===== src/rtl/vga_if.sv =====
// vga_if: frame-memory read port and display pins between the scanout and the rest of the system
interface vga_if #(
  parameter int COLOR_W = 12
);
  logic [COLOR_W-1:0] i_color;
  logic [7:0]         o_pxlX;
  logic [7:0]         o_pxlY;
  logic               o_hsync;
  logic               o_vsync;
  logic               o_de;
  logic [COLOR_W-1:0] o_rgb;
  logic               o_vblank;
  logic               o_frame_start;
  modport master (
    input  i_color,
    output o_pxlX, o_pxlY, o_hsync, o_vsync, o_de, o_rgb, o_vblank, o_frame_start
  );
  modport slave (
    output i_color,
    input  o_pxlX, o_pxlY, o_hsync, o_vsync, o_de, o_rgb, o_vblank, o_frame_start
  );
endinterface


===== src/rtl/vga_scanout.sv =====
// vga_scanout: 640x480@60 timing generator that reads the frame memory and aligns sync/de with its latency
module vga_scanout #(
  parameter int H_ACTIVE    = 640,
  parameter int H_FP        = 16,
  parameter int H_SYNC      = 96,
  parameter int H_BP        = 48,
  parameter int V_ACTIVE    = 480,
  parameter int V_FP        = 10,
  parameter int V_SYNC      = 2,
  parameter int V_BP        = 33,
  parameter int SCALE_SHIFT = 2,
  parameter int READ_LAT    = 1,
  parameter int COLOR_W     = 12,
  parameter bit SYNC_POL    = 1'b0
) (
  input logic  i_clk,
  input logic  i_reset,
  vga_if.master vga
);
  localparam int H_TOTAL = H_ACTIVE + H_FP + H_SYNC + H_BP;
  localparam int V_TOTAL = V_ACTIVE + V_FP + V_SYNC + V_BP;
  localparam int HW = $clog2(H_TOTAL);
  localparam int VW = $clog2(V_TOTAL);
  localparam logic [HW-1:0] H_LAST = HW'(H_TOTAL - 1);
  localparam logic [HW-1:0] H_ACT  = HW'(H_ACTIVE);
  localparam logic [HW-1:0] HS_BEG = HW'(H_ACTIVE + H_FP);
  localparam logic [HW-1:0] HS_END = HW'(H_ACTIVE + H_FP + H_SYNC);
  localparam logic [VW-1:0] V_LAST = VW'(V_TOTAL - 1);
  localparam logic [VW-1:0] V_ACT  = VW'(V_ACTIVE);
  localparam logic [VW-1:0] VS_BEG = VW'(V_ACTIVE + V_FP);
  localparam logic [VW-1:0] VS_END = VW'(V_ACTIVE + V_FP + V_SYNC);

  logic [HW-1:0]      h_cnt_q, h_cnt_d;
  logic [VW-1:0]      v_cnt_q, v_cnt_d;
  logic               active, hs_raw, vs_raw;
  logic [2:0]         dly;
  logic               de_q, hs_q, vs_q, vblank_q, fs_q;
  logic [COLOR_W-1:0] rgb_q;

  // raster position advance and raw timing decoded from the current position
  always_comb begin
    h_cnt_d = h_cnt_q == H_LAST ? '0 : h_cnt_q + 1'b1;
    v_cnt_d = h_cnt_q != H_LAST ? v_cnt_q : v_cnt_q == V_LAST ? '0 : v_cnt_q + 1'b1;
    active  = h_cnt_q < H_ACT && v_cnt_q < V_ACT;
    hs_raw  = h_cnt_q >= HS_BEG && h_cnt_q < HS_END;
    vs_raw  = v_cnt_q >= VS_BEG && v_cnt_q < VS_END;
  end

  assign vga.o_pxlX = active ? 8'(h_cnt_q >> SCALE_SHIFT) : '0;
  assign vga.o_pxlY = active ? 8'(v_cnt_q >> SCALE_SHIFT) : '0;

  if (READ_LAT == 0) begin : g_nolat
    assign dly = {active, hs_raw, vs_raw};
  end else begin : g_lat
    logic [2:0] sr_q [READ_LAT];
    // delay raw timing so it meets the colour the memory returns for the same position
    always_ff @(posedge i_clk) begin
      if (i_reset) begin
        for (int k = 0; k < READ_LAT; k++) sr_q[k] <= '0;
      end else begin
        sr_q[0] <= {active, hs_raw, vs_raw};
        for (int k = 1; k < READ_LAT; k++) sr_q[k] <= sr_q[k-1];
      end
    end
    assign dly = sr_q[READ_LAT-1];
  end

  // counters, glitch-free pin registers and frame status
  always_ff @(posedge i_clk) begin
    if (i_reset) begin
      h_cnt_q  <= '0;
      v_cnt_q  <= '0;
      de_q     <= 1'b0;
      rgb_q    <= '0;
      hs_q     <= ~SYNC_POL;
      vs_q     <= ~SYNC_POL;
      vblank_q <= 1'b0;
      fs_q     <= 1'b0;
    end else begin
      h_cnt_q  <= h_cnt_d;
      v_cnt_q  <= v_cnt_d;
      de_q     <= dly[2];
      rgb_q    <= dly[2] ? vga.i_color : '0;
      hs_q     <= dly[1] ? SYNC_POL : ~SYNC_POL;
      vs_q     <= dly[0] ? SYNC_POL : ~SYNC_POL;
      vblank_q <= v_cnt_q >= V_ACT;
      fs_q     <= h_cnt_q == '0 && v_cnt_q == '0;
    end
  end

  assign vga.o_de          = de_q;
  assign vga.o_rgb         = rgb_q;
  assign vga.o_hsync       = hs_q;
  assign vga.o_vsync       = vs_q;
  assign vga.o_vblank      = vblank_q;
  assign vga.o_frame_start = fs_q;
endmodule


===== src/flat_wrapper.sv =====
// flat-port wrapper written by rule: the top's interface ports become plain ports
module vga_scanout_flat 
#(
  parameter int H_ACTIVE    = 640,
  parameter int H_FP        = 16,
  parameter int H_SYNC      = 96,
  parameter int H_BP        = 48,
  parameter int V_ACTIVE    = 480,
  parameter int V_FP        = 10,
  parameter int V_SYNC      = 2,
  parameter int V_BP        = 33,
  parameter int SCALE_SHIFT = 2,
  parameter int READ_LAT    = 1,
  parameter int COLOR_W     = 12,
  parameter bit SYNC_POL    = 1'b0
)
  (i_clk, i_reset, vga_i_color, vga_o_pxlX, vga_o_pxlY, vga_o_hsync, vga_o_vsync, vga_o_de, vga_o_rgb, vga_o_vblank, vga_o_frame_start);
  vga_if #(.COLOR_W(COLOR_W)) vga_i ();
  input logic i_clk;
  input logic i_reset;
  input wire logic [$bits(vga_i.i_color)-1:0] vga_i_color;
  output wire logic [$bits(vga_i.o_pxlX)-1:0] vga_o_pxlX;
  output wire logic [$bits(vga_i.o_pxlY)-1:0] vga_o_pxlY;
  output wire logic [$bits(vga_i.o_hsync)-1:0] vga_o_hsync;
  output wire logic [$bits(vga_i.o_vsync)-1:0] vga_o_vsync;
  output wire logic [$bits(vga_i.o_de)-1:0] vga_o_de;
  output wire logic [$bits(vga_i.o_rgb)-1:0] vga_o_rgb;
  output wire logic [$bits(vga_i.o_vblank)-1:0] vga_o_vblank;
  output wire logic [$bits(vga_i.o_frame_start)-1:0] vga_o_frame_start;
  assign vga_i.i_color = vga_i_color;
  assign vga_o_pxlX = vga_i.o_pxlX;
  assign vga_o_pxlY = vga_i.o_pxlY;
  assign vga_o_hsync = vga_i.o_hsync;
  assign vga_o_vsync = vga_i.o_vsync;
  assign vga_o_de = vga_i.o_de;
  assign vga_o_rgb = vga_i.o_rgb;
  assign vga_o_vblank = vga_i.o_vblank;
  assign vga_o_frame_start = vga_i.o_frame_start;
  vga_scanout #(.H_ACTIVE(H_ACTIVE), .H_FP(H_FP), .H_SYNC(H_SYNC), .H_BP(H_BP), .V_ACTIVE(V_ACTIVE), .V_FP(V_FP), .V_SYNC(V_SYNC), .V_BP(V_BP), .SCALE_SHIFT(SCALE_SHIFT), .READ_LAT(READ_LAT), .COLOR_W(COLOR_W), .SYNC_POL(SYNC_POL)) u_core (.i_clk(i_clk), .i_reset(i_reset), .vga(vga_i));
endmodule

===== config.mk =====
export PLATFORM = sky130hd
export DESIGN_NAME = vga_scanout_flat
export DESIGN_NICKNAME = d
export VERILOG_FILES = /design/src/rtl/vga_if.sv /design/src/rtl/vga_scanout.sv /design/src/flat_wrapper.sv
export SDC_FILE = /design/constraint.sdc
export NUM_CORES = 1
export LEC_CHECK = 0
export ABC_AREA = 1
export CAP_MARGIN = 20
export CORE_ASPECT_RATIO = 1.75
export CORE_MARGIN = 2
export CORE_UTILIZATION = 52
export DETAILED_ROUTE_END_ITERATION = 6
export HOLD_SLACK_MARGIN = 0.12
export PLACE_DENSITY_LB_ADDON = 0.15
export SYNTH_ARGS = -nofsm -noshare
export SYNTH_HDL_FRONTEND = slang
export SYNTH_SLANG_ARGS = --single-unit

===== constraint.sdc =====
create_clock -name i_clk -period 2.45 [get_ports i_clk]
set_input_delay 0.49 -clock i_clk [delete_from_list [all_inputs] [get_ports i_clk]]
set_output_delay 0.49 -clock i_clk [all_outputs]
set_load 0.03 [all_outputs]

Yosys cells after proc, flatten, opt, wreduce, memory -nomap -nowiden
Memories as Yosys holds them, arrays and structs flattened.
Cells that the tools add are included.
Word-level totals
  register bits: 37
  RAM bits: 3
  input bits: 14
  output and inout port bits: 33
  word-level logic and storage cells: 41
  memories kept: 1
Memories
  u_core.g_lat.sr_q: words 1, width 3, rd ports 1, clocked after memory_dff 0, write ports 1, line vga_scanout.sv:55  | logic [2:0] sr_q [READ_LAT];
Cells by class
  $add $sub $neg: 2
  order comparisons: 7
  equality and inequality tests: 3
  multiplexer cells: 10
  bitwise logic cells: 1
  reduce and logical (&&, ||, !) cells: 9
Operator list (number)
  adder 10 x 1 -> 10 bit (second input constant): 2
  equality test 10 bit (second input constant): 2
  >= comparator 10 x 9 -> 1 bit (second input constant): 2
  zero test 10 bit: 2
  less-than comparator 10 bit (second input constant): 2
  less-than comparator 10 x 9 -> 1 bit (second input constant): 2
  2-to-1 mux 8 bit: 2
  >= comparator 10 bit (second input constant): 1
  2-to-1 mux 10 bit: 1
  != test 10 bit (second input constant): 1
  2-to-1 mux 1 bit: 6
  logical AND 1 bit: 4
  OR reduction 2 bit: 2
  2-to-1 mux 3 bit: 1
  OR reduction 3 bit: 1
  inverter 1 bit: 1

Depth between registers and ports, before layout
Gate-level depths: netlist of the first run.
  depth after elaboration: 3
  gate-level depth with buffers: 9
  gate-level depth less buffers: 9

Worst setup path before layout of the first run
Ideal clock, no wire load.
  path kind: register to output
  start: reg u_core.v_cnt_q[7]
  end: out vga_o_pxlX[0]
  arrival: 1.300 ns
  required time: 1.960 ns
  slack: 0.660 ns
  stages on the path, launching flop included: 6
  path buffers: 1
  cell sequence: dfxtp_1 > nand4_1 > and2_1 > nand3_2 > buf_4 > nor2_1
On the way
  word-level cells in the longest chain between the ends: 3
RTL lines
  from (decl): line vga_scanout.sv:34  | logic [VW-1:0] v_cnt_q, v_cnt_d;
  from (signal assigned): line vga_scanout.sv:81  | v_cnt_q <= v_cnt_d;
  less-than comparator 10 x 9 -> 1 bit: line vga_scanout.sv:44  | active = h_cnt_q < H_ACT && v_cnt_q < V_ACT;
  logical AND 1 bit: line vga_scanout.sv:44
  2-to-1 mux 8 bit: line vga_scanout.sv:49  | assign vga.o_pxlX = active ? 8'(h_cnt_q >> SCALE_SHIFT) : '0;
  to (decl): line flat_wrapper.sv:22  | output wire logic [$bits(vga_i.o_pxlX)-1:0] vga_o_pxlX;
Every way passes these cells.

Final worst setup path of the first run
  start: reg u_core.v_cnt_q[7]
  end: out vga_o_pxlX[5]
The elaborated chain is that of the path after synthesis.

==> flow_summary.yaml, run 1 <==
clocking:
  cts_tree: "built"
  cts.path.max_buffers: 2
  h-tree-depth: 2
  cts_sinks: 40
  clock_latency_ns: 0.29
  numCtsBuffers: 5
  post_cts.repair.setup_buffers: 0
  clk_pin_slew_ns: 0.07
  cts_root_buf: "clkbuf_8"
synthesis:
  syn_nets: 273
  netlist_area_um2: 1800
  synth_top_family_by_area: "simple AND/OR/NAND/NOR gates"
  yosysWarnings: 0
  yosysUniqueCellTypes: 27
  ys_ff_latch: 40
  synthArstFlopShare_pct: 0
  synth.area.top_cells: "dfxtp_1 44%, nor2_1 12%, nand2_1 11%"
  synth-main-ff-cell: "dfxtp_1"
  synth_mux_area_share_pct: 0
  synth_area_per_cell_um2: 7.07
  synth_fa_ha_area_share_pct: 2.78
  synth_area_leader_cell: "dfxtp_1"
  synth-simple-area-share_pct: 37.8
  seq_area_frac_synth_pct: 44.4
  synthMostInstantiatedCell: "nor2_1"
  syn_inst: 255
  synth.top_cell.area_share_pct: 44.4
  synthXorXnorAreaFrac_pct: 1.46
  synth_compound_area_share_pct: 2.50
  synth-edff-count: 0
  synth_common_cells: "57 x nor2_1, 52 x nand2_1, 40 x dfxtp_1"
routing:
  first_pass_iters: 4
  drtAntennaViolNets: 0
  viasPerCell: 4.81
  post_drt_wl_per_cell_um: 11.4
  drt_iter0_drc: 34
  drc_errors: 0
  num_vias: 1688
  wl_um: 4020
power_and_ir_drop:
  seqPwrFrac_pct: 57.8
  netSwitchingFraction_pct: 22.8
  power_density_nw_per_um2: 489
  p_int_uw: 898
  p_comb_share_pct: 9.4
  ir_worst_vdd_v: 0.000387
  clkPwrFrac_pct: 32.8
  leakagePower_uw: 0.00112
  switching_power_uw: 265
critical_path:
  r2r-end: "u_core.v_cnt_q[1]$_SDFFE_PP0N_"
  r2r-start: "u_core.h_cnt_q[0]$_SDFF_PP0_"
  reg2reg_setup_slack_ns: 0.94
  crit_path_start_kind: "flip-flop"
  worstPathCellList: "nand4_1, and2_1, nand3_4, nor2_1, dlygate4sd2_1"
  required_ns: 1.96
  cpPeakStageDelay_ns: 0.41
  cp_max_fo: 16
  crit_arrival_ns: 1.74
  slowest_stage: "dlygate4sd2_1"
  critical_path_class: "reg -> out"
  rr_worst_depth: 8
  endpoint_kind: "output pin"
timing:
  rsz0062_at_grt: "false"
  min_period_over_period_pct: 91.1
  clock_skew_ns: 0.00579
  fmax_mhz: 448
  timing.final.crit_period_ns: 2.23
  report.final.slew_viol_count: 0
  fin_setup_tns_ns: 0
  setup_slack_ns: 0.219
  final-setup-viol-count: 0
  hold_viol: 0
worst_hold_path:
  whs_path_depth: 1
  hold_path_class: "reg -> reg"
  hp-start: "u_core.g_lat.sr_q[0][0]$_SDFF_PP0_"
  hold_end: "u_core.vga.o_vsync$_SDFF_PP1_"
final_layout:
  n_fill_cell: 332
  multi_input_area_um2: 813
  num_antenna_cells: 0
  drive_above_1_share_pct: 10.1
  seqCellArea_um2: 801
  fin_nets: 326
  area_delta_synth_final_pct: 31.9
die:
  die_x_um: 48.5
  dieArea_um2: 3970
  core_area_um2: 3360
  start_util_pct: 53.6
  placementRows: 28
  ioPinCount: 47
  die_y_um: 81.9
grt:
  antenna_found_initial: 0
  grt_first_pass_wirelength_um: 6840
  grt_max_degree: 17
  first_global_vias: 1606
  grt_util_all_layers_pct: 22.6
  grt_overflow: 0
job:
  cap_violations: 0
place:
  preCtsSetupSlack_ns: 0.0994
  finalWeightedCongestion: 0.812
  dp_hpwl_um: 3170
  numPortBuffers: 45
outcome:
  status: "complete, no violations"
==> cell type report <==
class	count	share of cell area, %
multi-input combinational	167	34.2
sequential	40	33.7
timing repair buffer	50	19.7
inverter	44	7.06
clock buffer	5	2.90
tap	45	2.37
==> worst max-delay path by stage <==
stage	from	end
after CTS	u_core.v_cnt_q[7]$_SDFFE_PP0N_	vga_o_pxlX[7]
after global placement	u_core.v_cnt_q[7]$_SDFFE_PP0N_	vga_o_pxlX[5]
after global routing	u_core.v_cnt_q[7]$_SDFFE_PP0N_	vga_o_pxlX[5]
after detailed placement	u_core.v_cnt_q[7]$_SDFFE_PP0N_	vga_o_pxlX[7]
final	u_core.v_cnt_q[7]$_SDFFE_PP0N_	vga_o_pxlX[5]
after floorplan	u_core.v_cnt_q[7]$_SDFFE_PP0N_	vga_o_pxlX[0]
==> worst max-delay path: cells and delay by family (launching register included) <==
family                 cells  cell delay, ns
AND/OR/NAND/NOR            4            0.69
buffers and inverters      1            0.41
flip-flops                 1            0.34
==> state kept, by name, indices dropped and copies added (netlist names) <==
| signal | count |
|---|---|
| u_core.vga.o_hsync | 1 |
| u_core.h_cnt_q | 10 |
| u_core.g_lat.sr_q | 3 |
| u_core.vga.o_vblank | 1 |
| u_core.v_cnt_q | 10 |
| u_core.vga.o_rgb | 12 |
| u_core.vga.o_vsync | 1 |
| u_core.vga.o_de | 1 |
| u_core.vga.o_frame_start | 1 |
==> kinds of logic (layout without fill, tap and decap cells) <==
| kind of cell | Yosys count | count (layout) |
|---|---|---|
| XOR/XNOR | 3 | 3 |
| AND/OR/NAND/NOR | 150 | 150 |
| AO/OA/AOI/OAI | 9 | 9 |
| flip-flops | 40 | 40 |
| other | 1 | 1 |
| adder cells (fa/ha/maj) | 4 | 4 |
| buffers and inverters | 48 | 99 |
==> cell usage in the layout (no fill, tap or decap) <==
cell type | netlist | routed
ha_1 | 4 | 4
clkdlybuf4s50_1 | 0 | 30
nor3b_1 | 2 | 2
nor4_1 | 2 | 2
nand2_1 | 52 | 52
nor2_4 | 1 | 1
clkinv_1 | 1 | 1
buf_4 | 3 | 5
conb_1 | 1 | 1
clkbuf_8 | 0 | 5
o21ai_0 | 1 | 1
nor2_1 | 57 | 57
nand2_4 | 2 | 2
inv_4 | 1 | 1
inv_1 | 38 | 38
and2_1 | 1 | 1
o21ai_1 | 4 | 4
nor2_2 | 9 | 9
nand3_1 | 13 | 13
nand2_8 | 1 | 1
dfxtp_1 | 40 | 40
nor3_1 | 3 | 3
nand3_4 | 0 | 1
a21oi_1 | 4 | 4
xor2_1 | 3 | 3
nand2_2 | 2 | 2
nand4_1 | 4 | 4
inv_2 | 4 | 4
dlygate4sd2_1 | 0 | 15
==> per-stage QoR <==
stage                     std cells  power, µW  area [µm²]  util [%]  hold WS (ns)
after floorplan                 255        746        1800         -         0.352
after global placement          346        796        2320      68.9         0.354
after detailed placement        346        798        2320      68.9         0.362
after CTS                       351       1180        2380      70.6         0.377
after global routing            351       1210        2380      70.6         0.396
final                           351       1160        2380      70.6         0.373
==> repair_timing <==
item                                    CTS  global route
hold buffers                              0             0
hold endpoints to repair                  0             0
gates resized for setup                  16             0
endpoints found under the setup margin   15             0
==> metal layers <==
layer | wire length (µm) | GRT usage (%) | vias to the layer above
li1 | - | - | 867
met1 | 1400 | 20.4 | 755
met2 | 2310 | 45.7 | 54
met3 | 180 | 4.73 | 12
met4 | 133 | 13.1 | 0
met5 | 0 | 0 | -
==> power by group through the flow <==
stage	Combinational, µW	Sequential [µW]	Clock, µW
2_1_floorplan	39.1	707	0
4_1_cts	111	672	394
6_report	109	672	382
3_5_place_dp	111	687	0
3_3_place_gp	109	686	0
5_1_grt	121	673	417
(Power assumes the default switching activity.)
==> inputs of run 2 (changes only) <==
--- a/config.mk
+++ b/config.mk
@@ -7,12 +7,13 @@
 export LEC_CHECK = 0
 export ABC_AREA = 1
 export CAP_MARGIN = 20
-export CORE_ASPECT_RATIO = 1.75
+export CORE_ASPECT_RATIO = 0.8
 export CORE_MARGIN = 2
-export CORE_UTILIZATION = 52
+export CORE_UTILIZATION = 26
 export DETAILED_ROUTE_END_ITERATION = 6
 export HOLD_SLACK_MARGIN = 0.12
 export PLACE_DENSITY_LB_ADDON = 0.15
+export SLEW_MARGIN = 20
 export SYNTH_ARGS = -nofsm -noshare
 export SYNTH_HDL_FRONTEND = slang
 export SYNTH_SLANG_ARGS = --single-unit
==> flow_summary.yaml, run 2 (synthesized netlist as in run 1, its figures left out) <==
grt:
  grt_max_degree: 14
  grt_util_all_layers_pct: 11.5
  first_global_vias: 1506
  grt_overflow: 0
  antenna_found_initial: 0
  grt_first_pass_wirelength_um: 7110
final_layout:
  largest_register_ffs: 12
  final_cell_mix: "57 x nor2_1, 52 x nand2_1, 40 x dfxtp_1"
  fin_nets: 326
  final_common_cell: "nor2_1"
  num_antenna_cells: 0
  area_delta_synth_final_pct: 36.6
  drive_above_1_share_pct: 11.3
routing:
  wl_um: 4190
  post_drt_wl_per_cell_um: 10.6
  drc_errors: 0
  first_pass_iters: 4
  num_vias: 1581
  drt_iter0_drc: 107
  drtAntennaViolNets: 0
  viasPerCell: 3.99
outcome:
  status: "complete, no violations"
critical_path:
  critical_path_class: "reg -> out"
  crit_arrival_ns: 1.71
  required_ns: 1.96
  rr_worst_depth: 8
  crit_path_start_kind: "flip-flop"
  r2r-end: "u_core.v_cnt_q[2]$_SDFFE_PP0N_"
  reg2reg_setup_slack_ns: 0.94
  setup.worst_path.start: "u_core.v_cnt_q[6]$_SDFFE_PP0N_"
  cp-endpoint: "vga_o_pxlY[4]"
  endpoint_kind: "output pin"
  cp_max_fo: 8
  r2r-start: "u_core.h_cnt_q[0]$_SDFF_PP0_"
clocking:
  clk_pin_slew_ns: 0.08
  numCtsBuffers: 5
  cts.path.max_buffers: 2
  cts_tree: "built"
  cts_sinks: 40
  holdBufCountCts: 0
  clock_latency_ns: 0.29
  cts_root_buf: "clkbuf_8"
  h-tree-depth: 2
  post_cts.repair.setup_buffers: 0
power_and_ir_drop:
  ir_worst_vdd_v: 0.000177
  leakagePower_uw: 0.00113
  finalPower_uw: 1260
  power_density_nw_per_um2: 510
timing:
  fmax_mhz: 455
  final-setup-viol-count: 0
  clock_skew_ns: 0.00777
  rsz0062_at_grt: "false"
  timing.final.crit_period_ns: 2.20
  hold_viol: 0
  report.final.slew_viol_count: 0
  fin_setup_tns_ns: 0
  min_period_over_period_pct: 89.7
die:
  core_area_um2: 6790
  die_x_um: 97.1
  ioPinCount: 47
  die_y_um: 78.5
  placementRows: 27
  dieArea_um2: 7620
  start_util_pct: 26.5
worst_hold_path:
  hold_path_class: "reg -> reg"
place:
  numPortBuffers: 45
  finalWeightedCongestion: 0.866
  dp_hpwl_um: 3190
job:
  cap_violations: 0
run 2: cell count changes in the layout (fill, tap and decap cells not counted), sizes merged:
cell         before  now
buf               5    6
clkbuf            5    6
clkinvlp          0    2
dlygate4sd2      15   14
run 2: cell type report:
class / count / area [µm²]
clock buffer: 6 / 82.6
inverter: 44 / 168
clock inverter: 2 / 15.0
tap: 87 / 109
fill: 743 / 4330
timing repair buffer: 50 / 480
multi-input combinational: 167 / 806
sequential: 40 / 801
run 2: through the flow:
stage | setup WS (ns) | util (%) | area [µm²] | std cells | hold WS [ns]
floorplan | 0.660 | - | 1800 | 255 | 0.352
global placement | 0.311 | 35.1 | 2380 | 388 | 0.356
detailed placement | 0.268 | 35.1 | 2380 | 388 | 0.359
CTS | 0.215 | 36.2 | 2460 | 396 | 0.379
global route | 0.0804 | 36.2 | 2460 | 396 | 0.392
finish | 0.253 | 36.2 | 2460 | 396 | 0.378
run 2: what timing repair did:
item	CTS	global route
endpoints found under the setup margin	14	0
hold endpoints to repair	0	0
gates resized for setup	14	0
run 2: power by group:
group	switching [µW]	leakage (µW)	internal, µW
clock network	247	0.0000434	228
registers	6.21	0.000326	665
logic	60.1	0.000756	49.2
run 2: worst min path at each step:
stage | end | slack [ns] | startpoint | depth (start not counted)
final | u_core.vga.o_vsync$_SDFF_PP1_ | 0.38 | u_core.g_lat.sr_q[0][0]$_SDFF_PP0_ | 1
after global routing | u_core.vga.o_vsync$_SDFF_PP1_ | 0.39 | u_core.g_lat.sr_q[0][0]$_SDFF_PP0_ | 1
after CTS | u_core.vga.o_vsync$_SDFF_PP1_ | 0.38 | u_core.g_lat.sr_q[0][0]$_SDFF_PP0_ | 1
after detailed placement | u_core.vga.o_vsync$_SDFF_PP1_ | 0.36 | u_core.g_lat.sr_q[0][0]$_SDFF_PP0_ | 1
after global placement | u_core.vga.o_hsync$_SDFF_PP1_ | 0.36 | u_core.g_lat.sr_q[0][1]$_SDFF_PP0_ | 1
after floorplan | u_core.vga.o_hsync$_SDFF_PP1_ | 0.35 | u_core.g_lat.sr_q[0][1]$_SDFF_PP0_ | 1
run 2: critical path, cell delays in order, from the launching register on:
cell and delay [ns]:
dfxtp_1 0.35, nand4_1 0.15, and2_1 0.18, nand3_2 0.07
buf_4 0.17, nor2_1 0.08, dlygate4sd2_1 0.40
run 2: per-layer routing:
| metal | GRT usage, % | wire [µm] |
|---|---|---|
| met5 | 0 | 0 |
| met2 | 18.0 | 1680 |
| met3 | 4.01 | 239 |
| met4 | 2.54 | 30 |
| met1 | 15.3 | 2240 |
